File: config.mk
export PLATFORM = sky130hd
export DESIGN_NAME = pc_update_ctrl
export DESIGN_NICKNAME = d
export VERILOG_FILES = /design/src/rtl/pc_update_ctrl.sv
export SDC_FILE = /design/constraint.sdc
export NUM_CORES = 1
export LEC_CHECK = 0
export ABC_AREA = 1
export CAP_MARGIN = 15
export CORE_MARGIN = 1.5
export CORE_UTILIZATION = 45
export DETAILED_ROUTE_END_ITERATION = 10
export GPL_ROUTABILITY_DRIVEN = 0
export PLACE_DENSITY = 0.92
export SLEW_MARGIN = 20
export SYNTH_ARGS = -nofsm -noshare
export SYNTH_HDL_FRONTEND = slang
export SYNTH_SLANG_ARGS = --single-unit
File: constraint.sdc
create_clock -name clk -period 2.55 [get_ports clk]
set_input_delay 0.51 -clock clk [delete_from_list [all_inputs] [get_ports clk]]
set_output_delay 0.51 -clock clk [all_outputs]
set_load 0.1 [all_outputs]
File: src/rtl/pc_update_ctrl.sv
// pc_update_ctrl: next-PC sequencer for the multicycle datapath.
// Drives the PC-source mux select and PC write strobe, and runs exception
// entry (EPC save, vector byte read, PC load).
// Optional macro PC_CAUSE_REG_EN adds the cause / exc_pending outputs.
// Ports:
//   clk, reset (async, active-high)
//   req_valid/req_ready, req_kind, exc_code, alu_zero : request side
//   pc_source, pc_write, epc_write, jump_src_vec      : datapath controls
//   mem_rd, vec_addr, mem_data                        : vector read
//   vec_target (zero-extended handler address), busy_exc
module pc_update_ctrl #(
    parameter logic [7:0] VEC_BASE = 8'd253,
    parameter int         MEM_LAT  = 1
) (
    input  logic        clk,
    input  logic        reset,
    input  logic        req_valid,
    input  logic [2:0]  req_kind,
    input  logic [1:0]  exc_code,
    input  logic        alu_zero,
    input  logic [7:0]  mem_data,
    output logic        req_ready,
    output logic [1:0]  pc_source,
    output logic        pc_write,
    output logic        epc_write,
    output logic        mem_rd,
    output logic [7:0]  vec_addr,
    output logic [31:0] vec_target,
    output logic        jump_src_vec,
    output logic        busy_exc
`ifdef PC_CAUSE_REG_EN
    ,
    output logic [1:0]  cause,
    output logic        exc_pending
`endif
);

    typedef enum logic [2:0] {
        IDLE,
        ISSUE,
        EXC_EPC,
        EXC_RD,
        EXC_WAIT,
        EXC_LOAD,
        EXC_ISSUE
    } state_t;

    localparam logic [2:0] K_SEQ  = 3'd0;
    localparam logic [2:0] K_BEQ  = 3'd1;
    localparam logic [2:0] K_BNE  = 3'd2;
    localparam logic [2:0] K_JUMP = 3'd3;
    localparam logic [2:0] K_JR   = 3'd4;
    localparam logic [2:0] K_RTE  = 3'd5;
    localparam logic [2:0] K_EXC  = 3'd6;

    state_t      state, state_n;
    logic [2:0]  kind_q, kind_n;
    logic        zero_q, zero_n;
    logic [1:0]  code_q, code_n;
    logic [2:0]  cnt_q, cnt_n;

    logic        ready_n, pcw_n, epcw_n, rd_n, jsv_n, busy_n;
    logic [1:0]  src_n;
    logic [7:0]  addr_n;
    logic [31:0] tgt_n;
`ifdef PC_CAUSE_REG_EN
    logic [1:0]  cause_n;
    logic        pend_n;
`endif

    // Next state and request latching.
    always_comb begin
        state_n = state;
        kind_n  = kind_q;
        zero_n  = zero_q;
        code_n  = code_q;
        cnt_n   = cnt_q;
        tgt_n   = vec_target;
`ifdef PC_CAUSE_REG_EN
        cause_n = cause;
        pend_n  = exc_pending;
`endif
        unique case (state)
            IDLE: begin
                if (req_valid) begin
                    kind_n = req_kind;
                    zero_n = alu_zero;
                    if (req_kind[2] & req_kind[1]) begin
                        // Reserved kind 111 and reserved cause 11
                        // both collapse onto invalid opcode.
                        kind_n  = K_EXC;
                        code_n  = (req_kind[0] || exc_code == 2'b11)
                                  ? 2'b00 : exc_code;
                        state_n = EXC_EPC;
                    end else begin
                        state_n = ISSUE;
                    end
                end
            end
            ISSUE: begin
`ifdef PC_CAUSE_REG_EN
                if (kind_q == K_RTE)
                    pend_n = 1'b0;
`endif
                state_n = IDLE;
            end
            EXC_EPC: begin
`ifdef PC_CAUSE_REG_EN
                cause_n = code_q;
                pend_n  = 1'b1;
`endif
                state_n = EXC_RD;
            end
            EXC_RD: begin
                if (MEM_LAT > 1) begin
                    cnt_n   = 3'(MEM_LAT - 1);
                    state_n = EXC_WAIT;
                end else begin
                    state_n = EXC_LOAD;
                end
            end
            EXC_WAIT: begin
                if (cnt_q <= 3'd1)
                    state_n = EXC_LOAD;
                else
                    cnt_n = cnt_q - 3'd1;
            end
            EXC_LOAD: begin
                tgt_n   = {24'b0, mem_data};
                state_n = EXC_ISSUE;
            end
            EXC_ISSUE: state_n = IDLE;
            default:   state_n = IDLE;
        endcase
    end

    // Registered outputs are decoded from the state being entered.
    always_comb begin
        ready_n = 1'b0;
        src_n   = 2'b00;
        pcw_n   = 1'b0;
        epcw_n  = 1'b0;
        rd_n    = 1'b0;
        jsv_n   = 1'b0;
        busy_n  = 1'b0;
        addr_n  = vec_addr;
        unique case (state_n)
            IDLE: ready_n = 1'b1;
            ISSUE: begin
                unique case (kind_n)
                    K_SEQ: begin
                        src_n = 2'b00;
                        pcw_n = 1'b1;
                    end
                    K_BEQ: begin
                        src_n = 2'b01;
                        pcw_n = zero_n;
                    end
                    K_BNE: begin
                        src_n = 2'b01;
                        pcw_n = ~zero_n;
                    end
                    K_JUMP: begin
                        src_n = 2'b10;
                        pcw_n = 1'b1;
                    end
                    K_JR: begin
                        src_n = 2'b00;
                        pcw_n = 1'b1;
                    end
                    K_RTE: begin
                        src_n = 2'b11;
                        pcw_n = 1'b1;
                    end
                    default: begin
                        src_n = 2'b00;
                        pcw_n = 1'b0;
                    end
                endcase
            end
            EXC_EPC: begin
                busy_n = 1'b1;
                epcw_n = 1'b1;
            end
            EXC_RD: begin
                busy_n = 1'b1;
                rd_n   = 1'b1;
                addr_n = VEC_BASE + {6'b0, code_n};
            end
            EXC_WAIT: busy_n = 1'b1;
            EXC_LOAD: busy_n = 1'b1;
            EXC_ISSUE: begin
                busy_n = 1'b1;
                src_n  = 2'b10;
                jsv_n  = 1'b1;
                pcw_n  = 1'b1;
            end
            default: ready_n = 1'b0;
        endcase
    end

    always_ff @(posedge clk or posedge reset) begin
        if (reset) begin
            state        <= IDLE;
            kind_q       <= 3'd0;
            zero_q       <= 1'b0;
            code_q       <= 2'd0;
            cnt_q        <= 3'd0;
            req_ready    <= 1'b1;
            pc_source    <= 2'b00;
            pc_write     <= 1'b0;
            epc_write    <= 1'b0;
            mem_rd       <= 1'b0;
            vec_addr     <= 8'd0;
            vec_target   <= 32'd0;
            jump_src_vec <= 1'b0;
            busy_exc     <= 1'b0;
`ifdef PC_CAUSE_REG_EN
            cause        <= 2'd0;
            exc_pending  <= 1'b0;
`endif
        end else begin
            state        <= state_n;
            kind_q       <= kind_n;
            zero_q       <= zero_n;
            code_q       <= code_n;
            cnt_q        <= cnt_n;
            req_ready    <= ready_n;
            pc_source    <= src_n;
            pc_write     <= pcw_n;
            epc_write    <= epcw_n;
            mem_rd       <= rd_n;
            vec_addr     <= addr_n;
            vec_target   <= tgt_n;
            jump_src_vec <= jsv_n;
            busy_exc     <= busy_n;
`ifdef PC_CAUSE_REG_EN
            cause        <= cause_n;
            exc_pending  <= pend_n;
`endif
        end
    end

endmodule

**After elaboration in Yosys (flattened, before gate mapping)**

Cells that the tools add are included.

- Bits in registers: 36
- Input bits: 17
- Output and inout bits: 48
- Word-level logic and storage cells: 66

- $add $sub $neg: 2
- Order comparisons: 1
- Eq/ne operators: 16
- Multiplexer cells: 22
- Bitwise gates (word level): 3
- Reductions and logical operators: 8

Operator list:

| cell | number |
|---|---|
| $eq 3x3->1 const B | 7 |
| $eq 3x2->1 const B | 6 |
| $mux 3 | 5 |
| $pmux 3 s5 | 1 |
| $mux 2 | 5 |
| $logic_not 3->1 | 3 |
| $mux 1 | 7 |
| $eq 3x1->1 const B | 2 |
| $pmux 2 s3 | 1 |
| $reduce_or 5->1 | 1 |
| $add 3x3->4 const A | 1 |
| $pmux 2 s2 | 1 |
| $reduce_or 4->1 | 1 |
| $le 3x1->1 const B | 1 |
| $pmux 1 s3 | 1 |
| $sub 3x1->3 const B | 1 |
| $eq 2x2->1 const B | 1 |
| $not 1->1 | 2 |
| $pmux 1 s2 | 1 |
| $reduce_and 2->1 | 1 |
| $reduce_or 2->1 | 1 |
| $and 1x1->1 | 1 |
| $logic_or 1x1->1 | 1 |

**Depth between registers and ports, before layout**

Gate-level depths: netlist of run 1.

- Word-level depth: 8
- Gate-level depth with buffers: 10
- Depth with buffers taken out: 10

**Worst setup path before layout of run 1**

Ideal clock, no wire load.

- Path type: register -> output
- From: register vec_addr[6] (netlist name)
- To: output port vec_addr[3]
- Arrival time: 1.406 ns
- Data required time: 2.040 ns
- Path slack: 0.634 ns
- Stages on the path, launching flop included: 2
- Buffers on the path: 1
- Cells stage by stage: dfrtp_1 buf_4

RTL lines:

| item | line | RTL |
|---|---|---|
| to (decl) | 27 | `output logic [7:0] vec_addr,` |

**Worst setup path in the final report of run 1**

- From: input port req_valid
- To: register vec_addr[1]

- Longest elaborated chain between the ends: 3
- Elaborated cells on any way between the ends: 6

Ends and longest elaborated chain:

| item | line | RTL |
|---|---|---|
| from (decl) | 17 | `input logic req_valid,` |
| $mux 2 | 85 | `if (req_valid) begin` |
| $mux 2 | 83 | `unique case (state)` |
| named net code_n[1] | 59 | `logic [1:0] code_q, code_n;` |
| $add 3x3->4 | 188 | `addr_n = VEC_BASE + {6'b0, code_n};` |
| to (signal assigned) | 233 | `vec_addr <= addr_n;` |

The timed path passes the listed nets, and every way through them passes these cells.
A chain may end at the register's enable or synchronous reset.

==> run_results.csv, run 1 <==
group,metric,value,unit
status,status,"finished, final reports clean",
sta,fmax,535,MHz
grt,grt_start_max_net_pins,18,
clock_tree,numClockSinks,31,
route,routedWlPerCell,9.92,microns
worst_setup_path,reg2reg_from,"state[1]",
route,drc,0,
sta,final_hold_viol_count,0,
worst_setup_path,setup.worst_path.start,"req_valid",
worst_setup_path,rrSetupSlack,940,ps
route,first_pass_iters,4,
sta,slew_viol_final,0,
clock_tree,cts_setup_buffers,0,
route,drtIter0Drc,46,
layout,drive_gt1_share,21.2,%
worst_hold_path,worstHoldPathType,"reg2reg",
sta,period_share,73.3,%
floorplanning,fp.coreArea,0.00331,sq mm
layout,fillers,306,
floorplanning,start_util,46.6,%
worst_setup_path,path_max_fanout,8,
worst_setup_path,r2r_cells,5,
worst_setup_path,crit_arrival,2090,ps
grt,antenna_found_initial,0,
route,vias_per_cell,4.29,
logic_synthesis,ys_seq_area_share,50.4,%
layout,syn2layout_area_growth,21.2,%
clock_tree,ctsRootBufferMaster,"clkbuf_4",
route,vias,1128,
logic_synthesis,netlist_instances,174,
clock_tree,htree_levels,2,
sta,finalCriticalPeriod,1870,ps
floorplanning,ios,65,
grt,grt_pass1_vias,958,
sta,fin_setup_tns,0,ps
flow_run,drv_cap,0,
floorplanning,rows,21,
logic_synthesis,synth_warnings,0,
logic_synthesis,synth_cell_types,25,
sta,rsz0062_at_grt,"no",
worst_setup_path,cp.required,2770,ps
logic_synthesis,ys_ff_latch,31,
clock_tree,cts_made_buffers,5,
worst_setup_path,critPathKind,"in2reg",
clock_tree,clk_pin_slew,90,ps
grt,grt_pass1_wl,3.90,mm
clock_tree,clk_latency,330,ps
floorplanning,die_w,61.5,microns
placement,dpl.hpwl,2.07,mm
sta,setup_viol,0,
worst_setup_path,r2r_end,"vec_target[0]",
logic_synthesis,netlist_area,0.00154,sq mm
worst_setup_path,crit_end,"vec_addr[1]",
clock_tree,ctsHoldBuffers,0,
clock_tree,ctsResizeCount,0,
clock_tree,cts_tree,"built",
clock_tree,clock_path_buffers,2,
floorplanning,die_area,0.00379,sq mm
floorplanning,die-height,61.5,microns
grt,grt_usage,14.7,%
logic_synthesis,syn_area_per_cell,8.86,sq um
layout,antennaDiodeCount,0,
placement,port_buffers,40,
route,ant_nets,0,
route,totalWireLength,2.61,mm
sta,slew-limit-headroom,58.6,%
worst_setup_path,worstSetupStartpointType,"primary input",
sta,worst_pin_slew,621,ps
sta,skew,7.41,ps
layout,nets,236,
grt,grt-ovfl-total,0,
worst_setup_path,cp-end-kind,"flip-flop",
## stage by stage
stage	util [%]	hold WS [ps]	instance area, sq um	setup WS (ps)	instances
final	56.4	487	1870	681	263
after detailed placement	54.9	470	1820	352	255
after global routing	56.4	509	1870	607	263
after floorplan	-	453	1630	634	197
after global placement	54.9	465	1820	451	255
after CTS	56.4	492	1870	692	263
## synth_stat cells, drive strengths merged
library cell / count / area, sq um
dfrtp: 30 / 751
buf: 30 / 223
clkinv: 2 / 12.5
o21ai: 10 / 50.1
xnor2: 1 / 8.76
nand4: 1 / 6.26
ha: 3 / 37.5
xor2: 1 / 8.76
inv: 16 / 60.1
nand2: 56 / 223
o211ai: 1 / 21.3
conb: 1 / 3.75
nor2: 11 / 56.3
nand3: 6 / 30.0
a21oi: 2 / 10.0
nor3: 1 / 5.00
dfstp: 1 / 26.3
or2: 1 / 8.76
## state kept, by name, indices dropped and copies added, names as in the netlist, 2 cells and up
register	cells
vec_target	8
state	3
kind_q	3
pc_source	2
cnt_q	3
vec_addr	3
code_q	2
## cell type report
cell class	instances	area (sq um)	area share, %
Inverter	18	72.6	3.88
Clock inverter	1	5.00	0.268
Clock buffer	7	45.0	2.41
Tap cell	46	57.6	3.08
Sequential cell	31	777	41.6
Multi-Input combinational cell	118	556	29.7
Timing Repair Buffer	42	355	19.0
## how the worst min path moves through the flow
| stage | startpoint | cells after the start | to |
|---|---|---|---|
| 5_1_grt | vec_target[5] | 2 | vec_target[5] |
| 3_3_place_gp | vec_target[4] | 2 | vec_target[4] |
| 4_1_cts | vec_target[5] | 2 | vec_target[5] |
| 2_1_floorplan | cnt_q[1] | 2 | cnt_q[1] |
| 6_report | vec_target[5] | 2 | vec_target[5] |
| 3_5_place_dp | vec_target[7] | 2 | vec_target[7] |
## critical path: stages
cell             delay, ps
clkdlybuf4s50_1        500
inv_1                   60
nor2_2                 160
nand2_4                110
nor2_1                 170
nand4_1                100
nand2_1                100
ha_1                   230
nand2_1                 70
nand2_1                 50
## placed cells by master, fill, tap and decap left out
cell type and instances:
o21ai_1 4, clkinv_1 1, o211ai_4 1, clkbuf_1 2
inv_1 15, nor2_1 5, nand2_1 53, nand4_1 1
or2_4 1, buf_4 26, dfrtp_1 30, ha_1 3
xnor2_1 1, conb_1 24, o21ai_0 6, nand3_1 6
nor3_1 1, clkinv_2 1, inv_2 1, nand2_4 1
clkdlybuf4s50_1 16, nor2_2 6, clkinv_4 1, clkbuf_4 5
a21oi_1 2, nand2_2 2, xor2_1 1, dfstp_2 1
## metal layers
metal	GRT usage, %	wire length, microns	vias up
li1	-	-	565
met1	15.8	1070	515
met2	24.5	1320	38
met3	4.41	155	10
met4	10.3	65	0
met5	0	0	-
## kinds of logic (layout without fill, tap and decap cells)
logic type / Yosys count / count (layout) / synth area share (%)
AND/OR/NAND/NOR: 76 / 76 / 21.3
buffers and inverters: 48 / 68 / 19.2
flip-flops: 31 / 31 / 50.4
AO/OA/AOI/OAI: 13 / 13 / 5.28
adder cells (fa/ha/maj): 3 / 3 / 2.44
XOR/XNOR: 2 / 2 / 1.14
other: 1 / 24 / 0.243
Power of run 1 is left out: the tool's default activity adds up to more than one toggle a clock period on the data nets, which glitch-free logic cannot reach.
==> inputs of run 2 (changes only) <==
--- a/config.mk
+++ b/config.mk
@@ -8,10 +8,10 @@
 export ABC_AREA = 1
 export CAP_MARGIN = 15
 export CORE_MARGIN = 1.5
-export CORE_UTILIZATION = 45
+export CORE_UTILIZATION = 38
 export DETAILED_ROUTE_END_ITERATION = 10
 export GPL_ROUTABILITY_DRIVEN = 0
-export PLACE_DENSITY = 0.92
+export PLACE_DENSITY = 0.84
 export SLEW_MARGIN = 20
 export SYNTH_ARGS = -nofsm -noshare
 export SYNTH_HDL_FRONTEND = slang
==> constraint.sdc (replaced) <==
create_clock -name clk -period 1.71 [get_ports clk]
set_input_delay 0.342 -clock clk [delete_from_list [all_inputs] [get_ports clk]]
set_output_delay 0.342 -clock clk [all_outputs]
set_load 0.1 [all_outputs]
==> run_results.csv, run 2 (synthesis results as in run 1) <==
group,metric,value,unit
worst_setup_path,rrSetupSlack,200,ps
worst_setup_path,cp_slowest_cell,"clkdlybuf4s50_1",
sta,finalCriticalPeriod,1610,ps
sta,fmax,619,MHz
clock_tree,ctsHoldBuffers,0,
grt,grt_pass1_wl,4.93,mm
layout,antennaDiodeCount,0,
layout,largest_register_ffs,8,
worst_setup_path,path_cells,"clkdlybuf4s50_1, inv_1, nor2_2, nand2_4, nor2_1, nand4_1, nand2_1, ha_1, nand2_1, nand2_1",
clock_tree,clk_pin_slew,60,ps
grt,grt-ovfl-total,0,
clock_tree,cts_setup_buffers,0,
clock_tree,clock_path_buffers,2,
floorplanning,rows,22,
layout,fin_util,60.0,%
route,ant_nets,0,
worst_setup_path,cp_common_cell,"nand2_1",
worst_setup_path,crit_arrival,1790,ps
worst_setup_path,setup.worst_path.start,"req_valid",
clock_tree,ctsRootBufferMaster,"clkbuf_8",
placement,port_buffers,40,
worst_setup_path,slowest_delay,490,ps
worst_setup_path,cp-end-kind,"flip-flop",
floorplanning,start_util,40.9,%
sta,period_share,94.4,%
grt,grt_start_max_net_pins,32,
floorplanning,die-height,66.7,microns
clock_tree,ctsResizeCount,0,
layout,syn2layout_area_growth,46.8,%
clock_tree,clk_latency,280,ps
sta,final_hold_viol_count,0,
sta,setup_viol,0,
worst_setup_path,r2r_end,"vec_addr[1]",
worst_setup_path,reg2reg_from,"state[1]",
layout,mostFrequentLayoutCells,"53 x nand2_1, 29 x dfrtp_1, 24 x conb_1, 24 x buf_12, 16 x clkdlybuf4s50_1",
clock_tree,cts_tree,"built",
route,routedWlPerCell,11.5,microns
floorplanning,die_area,0.00445,sq mm
flow_run,drv_cap,0,
layout,final_common_cell,"nand2_1",
clock_tree,htree_levels,2,
placement,dpl.hpwl,2.41,mm
worst_setup_path,crit_end,"vec_addr[1]",
route,totalWireLength,3.15,mm
grt,antenna_found_initial,0,
floorplanning,ios,65,
route,first_pass_iters,4,
grt,grt_usage,15.5,%
status,status,"finished, final reports clean",
worst_hold_path,worstHoldPathType,"in2async",
clock_tree,numClockSinks,31,
worst_setup_path,path_max_fanout,4,
route,drtIter0Drc,39,
grt,grt_pass1_vias,1155,
worst_setup_path,critPathKind,"in2reg",
floorplanning,die_w,66.7,microns
worst_setup_path,r2r_cells,8,
sta,slew_viol_final,0,
layout,largest_register,"vec_target",
route,drc,0,
layout,nets,244,
sta,skew,5.15,ps
route,vias_per_cell,4.26,
layout,drive_gt1_share,24.4,%
worst_setup_path,cp.required,1890,ps
sta,rsz0062_at_grt,"no",
floorplanning,fp.coreArea,0.00377,sq mm
worst_setup_path,worstSetupStartpointType,"primary input",
clock_tree,cts_made_buffers,5,
route,vias,1164,
[run 2: cell types whose count changed in the layout (fill, tap and decap cells not counted)]
| cell | change |
|---|---|
| clkbuf_4 | -5 |
| buf_4 | -16 |
| dfrtp_1 | -1 |
| dfrtp_2 | +1 |
| buf_12 | +24 |
| clkbuf_8 | +5 |
[run 2: final cells by class]
| cell class | instances | area, sq um |
|---|---|---|
| sequential | 31 | 778 |
| multi-input combinational | 118 | 556 |
| clock inverter | 1 | 5.00 |
| clock buffer | 7 | 76.3 |
| fill | 317 | 1510 |
| timing repair buffer | 50 | 716 |
| inverter | 18 | 72.6 |
| tap | 48 | 60.1 |
[run 2: critical path, delay by kind of cell]
family	cells	cell delay [ps]
and+or+nand+nor	7	680
buffers and inverters	2	550
adders and majority gates	1	230
[run 2: how the worst min path moves through the flow]
stage | slack (ps) | endpoint | depth (start not counted) | startpoint
after floorplan | 440 | busy_exc | 1 | reset
after global placement | 470 | cnt_q[1] | 2 | cnt_q[1]
after detailed placement | 480 | cnt_q[1] | 2 | cnt_q[1]
after CTS | 450 | vec_target[6] | 3 | reset
after global routing | 490 | zero_q | 3 | reset
final | 440 | zero_q | 3 | reset
[run 2: routing by layer]
metal	wire, microns	vias up	global-route usage, %
met5	0	-	0
met3	183	5	4.22
met1	1180	544	15.9
met2	1730	39	28.2
met4	48	0	8.67
li1	-	576	-
[run 2: metrics by stage]
step / hold WS [ps] / instance area (sq um) / setup WS, ps / setup TNS, ps / cells
4_1_cts: 447 / 2260 / 103 / 0 / 273
5_1_grt: 490 / 2260 / 1.48 / 0 / 273
2_1_floorplan: 445 / 1630 / 282 / 0 / 197
6_report: 443 / 2260 / 95.4 / 0 / 273
3_3_place_gp: 469 / 2180 / -144 / -306 / 265
3_5_place_dp: 481 / 2180 / -208 / -597 / 265
Power of run 2 is left out for the same reason.
